==> config.mk <==
export PLATFORM = sky130hd
export DESIGN_NAME = muldiv_seq_flat
export DESIGN_NICKNAME = d
export VERILOG_FILES = /design/src/rtl/muldiv_seq_if.sv /design/src/rtl/muldiv_seq.sv /design/src/flat_wrapper.sv
export SDC_FILE = /design/constraint.sdc
export NUM_CORES = 1
export LEC_CHECK = 0
export CAP_MARGIN = 20
export CORE_AREA = 2 2 310 312
export DETAILED_ROUTE_END_ITERATION = 10
export DIE_AREA = 0 0 312 314
export HOLD_SLACK_MARGIN = 0.08
export SYNTH_ARGS = -nofsm -noshare
export SYNTH_HDL_FRONTEND = slang
export SYNTH_SLANG_ARGS = --single-unit
export TNS_END_PERCENT = 100
==> constraint.sdc <==
create_clock -name clk -period 1.9 [get_ports clk]
set_input_delay 0.475 -clock clk [delete_from_list [all_inputs] [get_ports clk]]
set_output_delay 0.475 -clock clk [all_outputs]
set_load 0.02 [all_outputs]
==> src/rtl/muldiv_seq_if.sv <==
// Request/response handshake bundle between a client and muldiv_seq.
// The master drives requests and accepts responses; the slave is the sequencer.
interface muldiv_seq_if #(
    parameter int SIZE_A = 128,
    parameter int SIZE_B = 64
);
    logic                     req_valid;
    logic                     req_ready;
    logic                     req_op;
    logic [SIZE_A-1:0]        req_a;
    logic [SIZE_B-1:0]        req_b;
    logic [3:0]               req_tag;
    logic                     rsp_valid;
    logic                     rsp_ready;
    logic [SIZE_A+SIZE_B-1:0] rsp_data;
    logic [3:0]               rsp_tag;
    logic                     rsp_err;

    modport master (
        output req_valid, req_op, req_a, req_b, req_tag, rsp_ready,
        input  req_ready, rsp_valid, rsp_data, rsp_tag, rsp_err
    );

    modport slave (
        input  req_valid, req_op, req_a, req_b, req_tag, rsp_ready,
        output req_ready, rsp_valid, rsp_data, rsp_tag, rsp_err
    );
endinterface

==> src/rtl/muldiv_seq.sv <==
// Request sequencer in front of a multi-cycle multiply/divide core.
// It holds one request at a time, guards divide-by-zero and aborts a core that hangs.
//
// state | meaning
// IDLE  | ready for a request
// ISSUE | operands latched, waiting for the core to be free before the start pulse
// WAIT  | core running, timeout counter advancing
// HOLD  | response presented until the consumer takes it
module muldiv_seq #(
    parameter int SIZE_A  = 128,
    parameter int SIZE_B  = 64,
    parameter int TIMEOUT = 1023
) (
    input  logic                     clk,
    input  logic                     reset_n,
    muldiv_seq_if.slave              bus,
    output logic                     core_en,
    output logic                     core_select,
    output logic [SIZE_A-1:0]        core_a,
    output logic [SIZE_B-1:0]        core_b,
    input  logic [SIZE_A+SIZE_B-1:0] core_p,
    input  logic                     core_valid,
    input  logic                     core_busy,
    output logic [15:0]              op_count
);
    localparam int         SIZE_P      = SIZE_A + SIZE_B;
    localparam logic [9:0] TIMEOUT_CNT = 10'(TIMEOUT);

    typedef enum logic [1:0] {
        IDLE  = 2'd0,
        ISSUE = 2'd1,
        WAIT  = 2'd2,
        HOLD  = 2'd3
    } state_t;

    state_t            state;
    state_t            state_nxt;
    logic [9:0]        wait_cnt;
    logic [3:0]        tag_q;
    logic [SIZE_P-1:0] rsp_data_q;
    logic              rsp_err_q;

    logic accept;
    logic div_zero;
    logic launch;
    logic timeout_hit;

    assign accept      = bus.req_valid && (state == IDLE);
    assign div_zero    = bus.req_op && (bus.req_b == '0);
    // The core is started only when it is neither busy nor flushing a stale result.
    assign launch      = (state == ISSUE) && !core_busy && !core_valid;
    assign timeout_hit = (wait_cnt == TIMEOUT_CNT);

    always_comb begin
        state_nxt = state;
        case (state)
            IDLE:    if (accept) state_nxt = div_zero ? HOLD : ISSUE;
            ISSUE:   if (launch) state_nxt = WAIT;
            WAIT:    if (core_valid || timeout_hit) state_nxt = HOLD;
            HOLD:    if (bus.rsp_ready) state_nxt = IDLE;
            default: state_nxt = IDLE;
        endcase
    end

    always_ff @(posedge clk or negedge reset_n) begin
        if (!reset_n) begin
            state <= IDLE;
        end else begin
            state <= state_nxt;
        end
    end

    always_ff @(posedge clk or negedge reset_n) begin
        if (!reset_n) begin
            core_en     <= 1'b0;
            core_select <= 1'b0;
            core_a      <= '0;
            core_b      <= '0;
            tag_q       <= '0;
            wait_cnt    <= '0;
            rsp_data_q  <= '0;
            rsp_err_q   <= 1'b0;
            op_count    <= '0;
        end else begin
            core_en <= launch;

            if (accept) begin
                core_select <= bus.req_op;
                core_a      <= bus.req_a;
                core_b      <= bus.req_b;
                tag_q       <= bus.req_tag;
                if (div_zero) begin
                    rsp_data_q <= '1;
                    rsp_err_q  <= 1'b1;
                end
            end

            if (state == WAIT) begin
                wait_cnt <= wait_cnt + 10'd1;
            end else begin
                wait_cnt <= '0;
            end

            // A result arriving on the timeout cycle still wins over the abort.
            if (state == WAIT) begin
                if (core_valid) begin
                    rsp_data_q <= core_p;
                    rsp_err_q  <= 1'b0;
                end else if (timeout_hit) begin
                    rsp_data_q <= '1;
                    rsp_err_q  <= 1'b1;
                end
            end

            if ((state == HOLD) && bus.rsp_ready && (op_count != 16'hFFFF)) begin
                op_count <= op_count + 16'd1;
            end
        end
    end

    assign bus.req_ready = (state == IDLE);
    assign bus.rsp_valid = (state == HOLD);
    assign bus.rsp_data  = rsp_data_q;
    assign bus.rsp_tag   = tag_q;
    assign bus.rsp_err   = rsp_err_q;
endmodule

==> src/flat_wrapper.sv <==
// flat-port wrapper written by rule: the top's interface ports become plain ports
module muldiv_seq_flat 
#(
    parameter int SIZE_A  = 128,
    parameter int SIZE_B  = 64,
    parameter int TIMEOUT = 1023
)
  (clk, reset_n, core_en, core_select, core_a, core_b, core_p, core_valid, core_busy, op_count, bus_req_valid, bus_req_op, bus_req_a, bus_req_b, bus_req_tag, bus_rsp_ready, bus_req_ready, bus_rsp_valid, bus_rsp_data, bus_rsp_tag, bus_rsp_err);
  muldiv_seq_if #(.SIZE_A(SIZE_A), .SIZE_B(SIZE_B)) bus_i ();
  input  logic clk;
  input  logic reset_n;
  output logic core_en;
  output logic core_select;
  output logic [SIZE_A-1:0] core_a;
  output logic [SIZE_B-1:0] core_b;
  input  logic [SIZE_A+SIZE_B-1:0] core_p;
  input  logic core_valid;
  input  logic core_busy;
  output logic [15:0] op_count;
  input wire logic [$bits(bus_i.req_valid)-1:0] bus_req_valid;
  input wire logic [$bits(bus_i.req_op)-1:0] bus_req_op;
  input wire logic [$bits(bus_i.req_a)-1:0] bus_req_a;
  input wire logic [$bits(bus_i.req_b)-1:0] bus_req_b;
  input wire logic [$bits(bus_i.req_tag)-1:0] bus_req_tag;
  input wire logic [$bits(bus_i.rsp_ready)-1:0] bus_rsp_ready;
  output wire logic [$bits(bus_i.req_ready)-1:0] bus_req_ready;
  output wire logic [$bits(bus_i.rsp_valid)-1:0] bus_rsp_valid;
  output wire logic [$bits(bus_i.rsp_data)-1:0] bus_rsp_data;
  output wire logic [$bits(bus_i.rsp_tag)-1:0] bus_rsp_tag;
  output wire logic [$bits(bus_i.rsp_err)-1:0] bus_rsp_err;
  assign bus_i.req_valid = bus_req_valid;
  assign bus_i.req_op = bus_req_op;
  assign bus_i.req_a = bus_req_a;
  assign bus_i.req_b = bus_req_b;
  assign bus_i.req_tag = bus_req_tag;
  assign bus_i.rsp_ready = bus_rsp_ready;
  assign bus_req_ready = bus_i.req_ready;
  assign bus_rsp_valid = bus_i.rsp_valid;
  assign bus_rsp_data = bus_i.rsp_data;
  assign bus_rsp_tag = bus_i.rsp_tag;
  assign bus_rsp_err = bus_i.rsp_err;
  muldiv_seq #(.SIZE_A(SIZE_A), .SIZE_B(SIZE_B), .TIMEOUT(TIMEOUT)) u_core (.clk(clk), .reset_n(reset_n), .bus(bus_i), .core_en(core_en), .core_select(core_select), .core_a(core_a), .core_b(core_b), .core_p(core_p), .core_valid(core_valid), .core_busy(core_busy), .op_count(op_count));
endmodule
==> flow_summary_export.csv <==
group,metric,value,unit
outcome,violations,"setup timing",
floorplan,io_pins,804,
power_and_ir_drop,switching_power,17.79,mW
placement,gp_congestion,0.9173,
worst_setup_path,path_buf_inv,6,
worst_setup_path,cpMaxStageDelayCell,"nor4_4",
power_and_ir_drop,power.total,47.33,mW
cts,clk_latency,600,ps
drt,drtPass1Iterations,5,
synth,netlist-cell-type-count,34,
worst_setup_path,crit_required,2430,ps
placement,dp_cells,3127,
synth,syn-cell-area,15640,µm²
floorplan,die_w,312,µm
global_route,grt_util_all_layers,11.97,%
run,drv_cap,0,
power_and_ir_drop,worst_ir_drop_vdd,0.9179,mV
synth,avgSynthCellArea,15.53,µm²
drt,ant_nets,0,
cts,cts_buffers,50,
finish,instances_no_fill,3253,
worst_setup_path,path_cells,"clkdlybuf4s50_1 > nor4_4 > buf_4 > nand2_1 > nor2_1 > buf_4 > a41o_4 > buf_12 > buf_12 > buf_8 > o22a_1",
sta,timing.final.crit_share,117.7,%
placement,hpwlAfterDp,46380,µm
cts,cts_tree,"yes",
synth,ys_seq_elements,419,
drt,drcViolationCount,0,
power_and_ir_drop,power_density,1689,nW/µm²
drt,finalWirelength,61680,µm
cts,clk_pin_slew_worst_paths,60,ps
sta,fmax,447.2,MHz
worst_setup_path,critPathKind,"in -> reg",
finish,finalCoreUtilization,29.66,%
power_and_ir_drop,combPwrFrac,45.1,%
sta,maxSlewViolCount,0,
global_route,antenna_found_initial,4,
worst_setup_path,endpoint_kind,"flip-flop",
sta,final-setup-viol-count,194,
synth,async_reset_ff_share,100.0,%
power_and_ir_drop,p_seq_share,33.1,%
synth,synthCells,1007,
synth,synth_edf_count,0,
sta,skew,19.29,ps
floorplan,rows,113,
hold_path,hold_class,"in -> async",
floorplan,initial_core_util,16.56,%
global_route,first_global_vias,14190,
worst_setup_path,regToRegSetupSlack,-300,ps
drt,wl_per_cell,18.96,µm
sta,rsz0062_at_grt,"yes",
placement,io_buffers,803,
worst_setup_path,cp_max_fo,9,
sta,setup_slack,-336.0,ps
synth,synth_flop_cell,"dfrtp_1",
finish,final_area,28010,µm²
outcome,outcome,"finished, violations left",
placement,placed_area,26020,µm²
sta,maxSlewHeadroom,68.97,%
floorplan,die_h,314,µm
sta,period_needed,2236,ps
floorplan,die-area,97970,µm²
cts,htreeDepth,2,
finish,drive_above_1_share,23.99,%
cts,numClockSinks,419,
drt,drt_iter0_markers,538,
synth,yosysWarnings,0,
power_and_ir_drop,leakage,11.77,nW
global_route,overflow,0,
worst_setup_path,cp_top_family,"buffers and inverters",
floorplan,core_area,94450,µm²
drt,post_drt_via_cell_ratio,3.909,
power_and_ir_drop,clkPwrFrac,21.7,%
drt,num_vias,12720,
sta,holdWs,343.4,ps
synth,ys_seq_area_share,67.04,%
worst_setup_path,cp_data_arrival_time,2760,ps
sta,hold_violations,0,
finish,mostFrequentLayoutCells,"415 x dfrtp_1, 393 x clkdlybuf4s50_1, 368 x dlygate4sd2_1",
finish,layout_commonest_cell,"dfrtp_1",
global_route,grt_max_degree,79,
power_and_ir_drop,p_int,29.54,mW
synth,syn_nets,1408,
cts,cts_root_buf,"clkbuf_16",
power_and_ir_drop,switching_share,37.58,%
worst_setup_path,critPathMaxStageDelay,490,ps
finish,synthToLayoutAreaGrowth,79.11,%
global_route,grt_pass1_wl,89820,µm
cts,cts_buffer_depth,3,
worst_setup_path,start_kind,"input pin",
sta,tightest_slew,465.5,ps
finish,nNetsFinal,2345,
-- Yosys cell counts (all sizes together), types with 2 or more instances --
library cell  instances  share of area (%)
nand2                15               0.36
nor4                 16               0.74
xnor2                13               0.73
nor4b                 2               0.11
o21ai                 6               0.19
o22a                192                 11
a21oi                 5               0.16
or3                   3               0.12
nand4                 9               0.36
nor3                  5               0.16
buf                  28                1.6
and3                  4               0.16
ha                    6               0.48
inv                   6               0.14
xor2                  6               0.34
o311a                 2               0.13
clkbuf               37               0.89
nand3                16               0.51
nor2                  9               0.22
mux2                198                 14
dfrtp               419                 67
-- worst register-to-register path, delay by kind of cell (launching register included) --
family	cells	cell delay (ps)
and+or+nand+nor	3	620
AOI/OAI and AO/OA	2	390
buffers and inverters	4	560
DFF	1	400
adders and majority gates	1	160
-- through the flow --
stage	setup WS, ps	TNS, ps
2_1_floorplan	-81.28	-12740
3_3_place_gp	-1306	-266130
3_5_place_dp	-1370	-277620
4_1_cts	-341.7	-54880
5_1_grt	-414.7	-68770
6_report	-336.0	-52580
-- state kept, by name, indices dropped and copies added, names as in the netlist, 2 cells and up --
name and flops:
u_core.bus.rsp_tag 4, u_core.core_a 128, u_core.wait_cnt 10, u_core.state 2, u_core.op_count 16, u_core.core_b 64, u_core.bus.rsp_data 192
-- cell type report --
type,instances,area [µm²]
Antenna cell,4,10.01
Clock buffer,76,1573
Clock inverter,16,222.7
Fill cell,9663,66430
Inverter,7,26.28
Multi-Input combinational cell,516,4825
Sequential cell,419,10490
Tap cell,1265,1583
Timing Repair Buffer,950,9284
-- final timing paths --
kind	endpoint	start	cells after the start
max in group asynchronous	u_core.bus.rsp_data[27]	reset_n	4
worst max-delay path	u_core.bus.rsp_data[21]	bus_req_b[61]	11
worst min register to register	u_core.bus.rsp_data[38]	u_core.bus.rsp_data[38]	1
worst max register to register	u_core.bus.rsp_data[21]	u_core.state[1]	10
worst min-delay path	u_core.bus.rsp_data[143]	reset_n	2
min in group clk	u_core.core_en	core_busy	2
-- repair_timing --
action,4_1_cts,5_1_grt
gates cloned,9,3
endpoints found under the setup margin,602,200
hold buffers,1,0
hold endpoints to repair,121,0
setup buffers,14,7
pin swaps,37,7
resized for setup,521,7
-- power by group through the flow --
stage	Clock [mW]	Sequential [mW]	Combinational [mW]
floorplan	0	20.6	5.94
global placement	0	15.7	23.1
detailed placement	0	15.9	23.5
CTS	10.6	15.7	21.6
global route	11.0	16.2	22.5
finish	10.3	15.7	21.4
-- cell families after synthesis --
| family | share of synthesized area (%) |
|---|---|
| buffers and inverters | 2.704 |
| flip-flops | 67.04 |
| adder cells (fa/ha/maj) | 0.4800 |
| XOR/XNOR | 1.064 |
| AND/OR/NAND/NOR | 2.896 |
| AO/OA/AOI/OAI | 11.56 |
| multiplexers | 14.26 |
-- metal layers --
layer	share of wire (%)	vias to the layer above	track usage, %	wire length, µm
met2	51	528	20.83	31330
met1	37	6428	13.31	22990
met4	4.3	4	5.824	2628
met3	7.6	126	3.590	4709
li1	-	5630	-	-
met5	0.032	-	0	20
(Power assumes the default switching activity.)
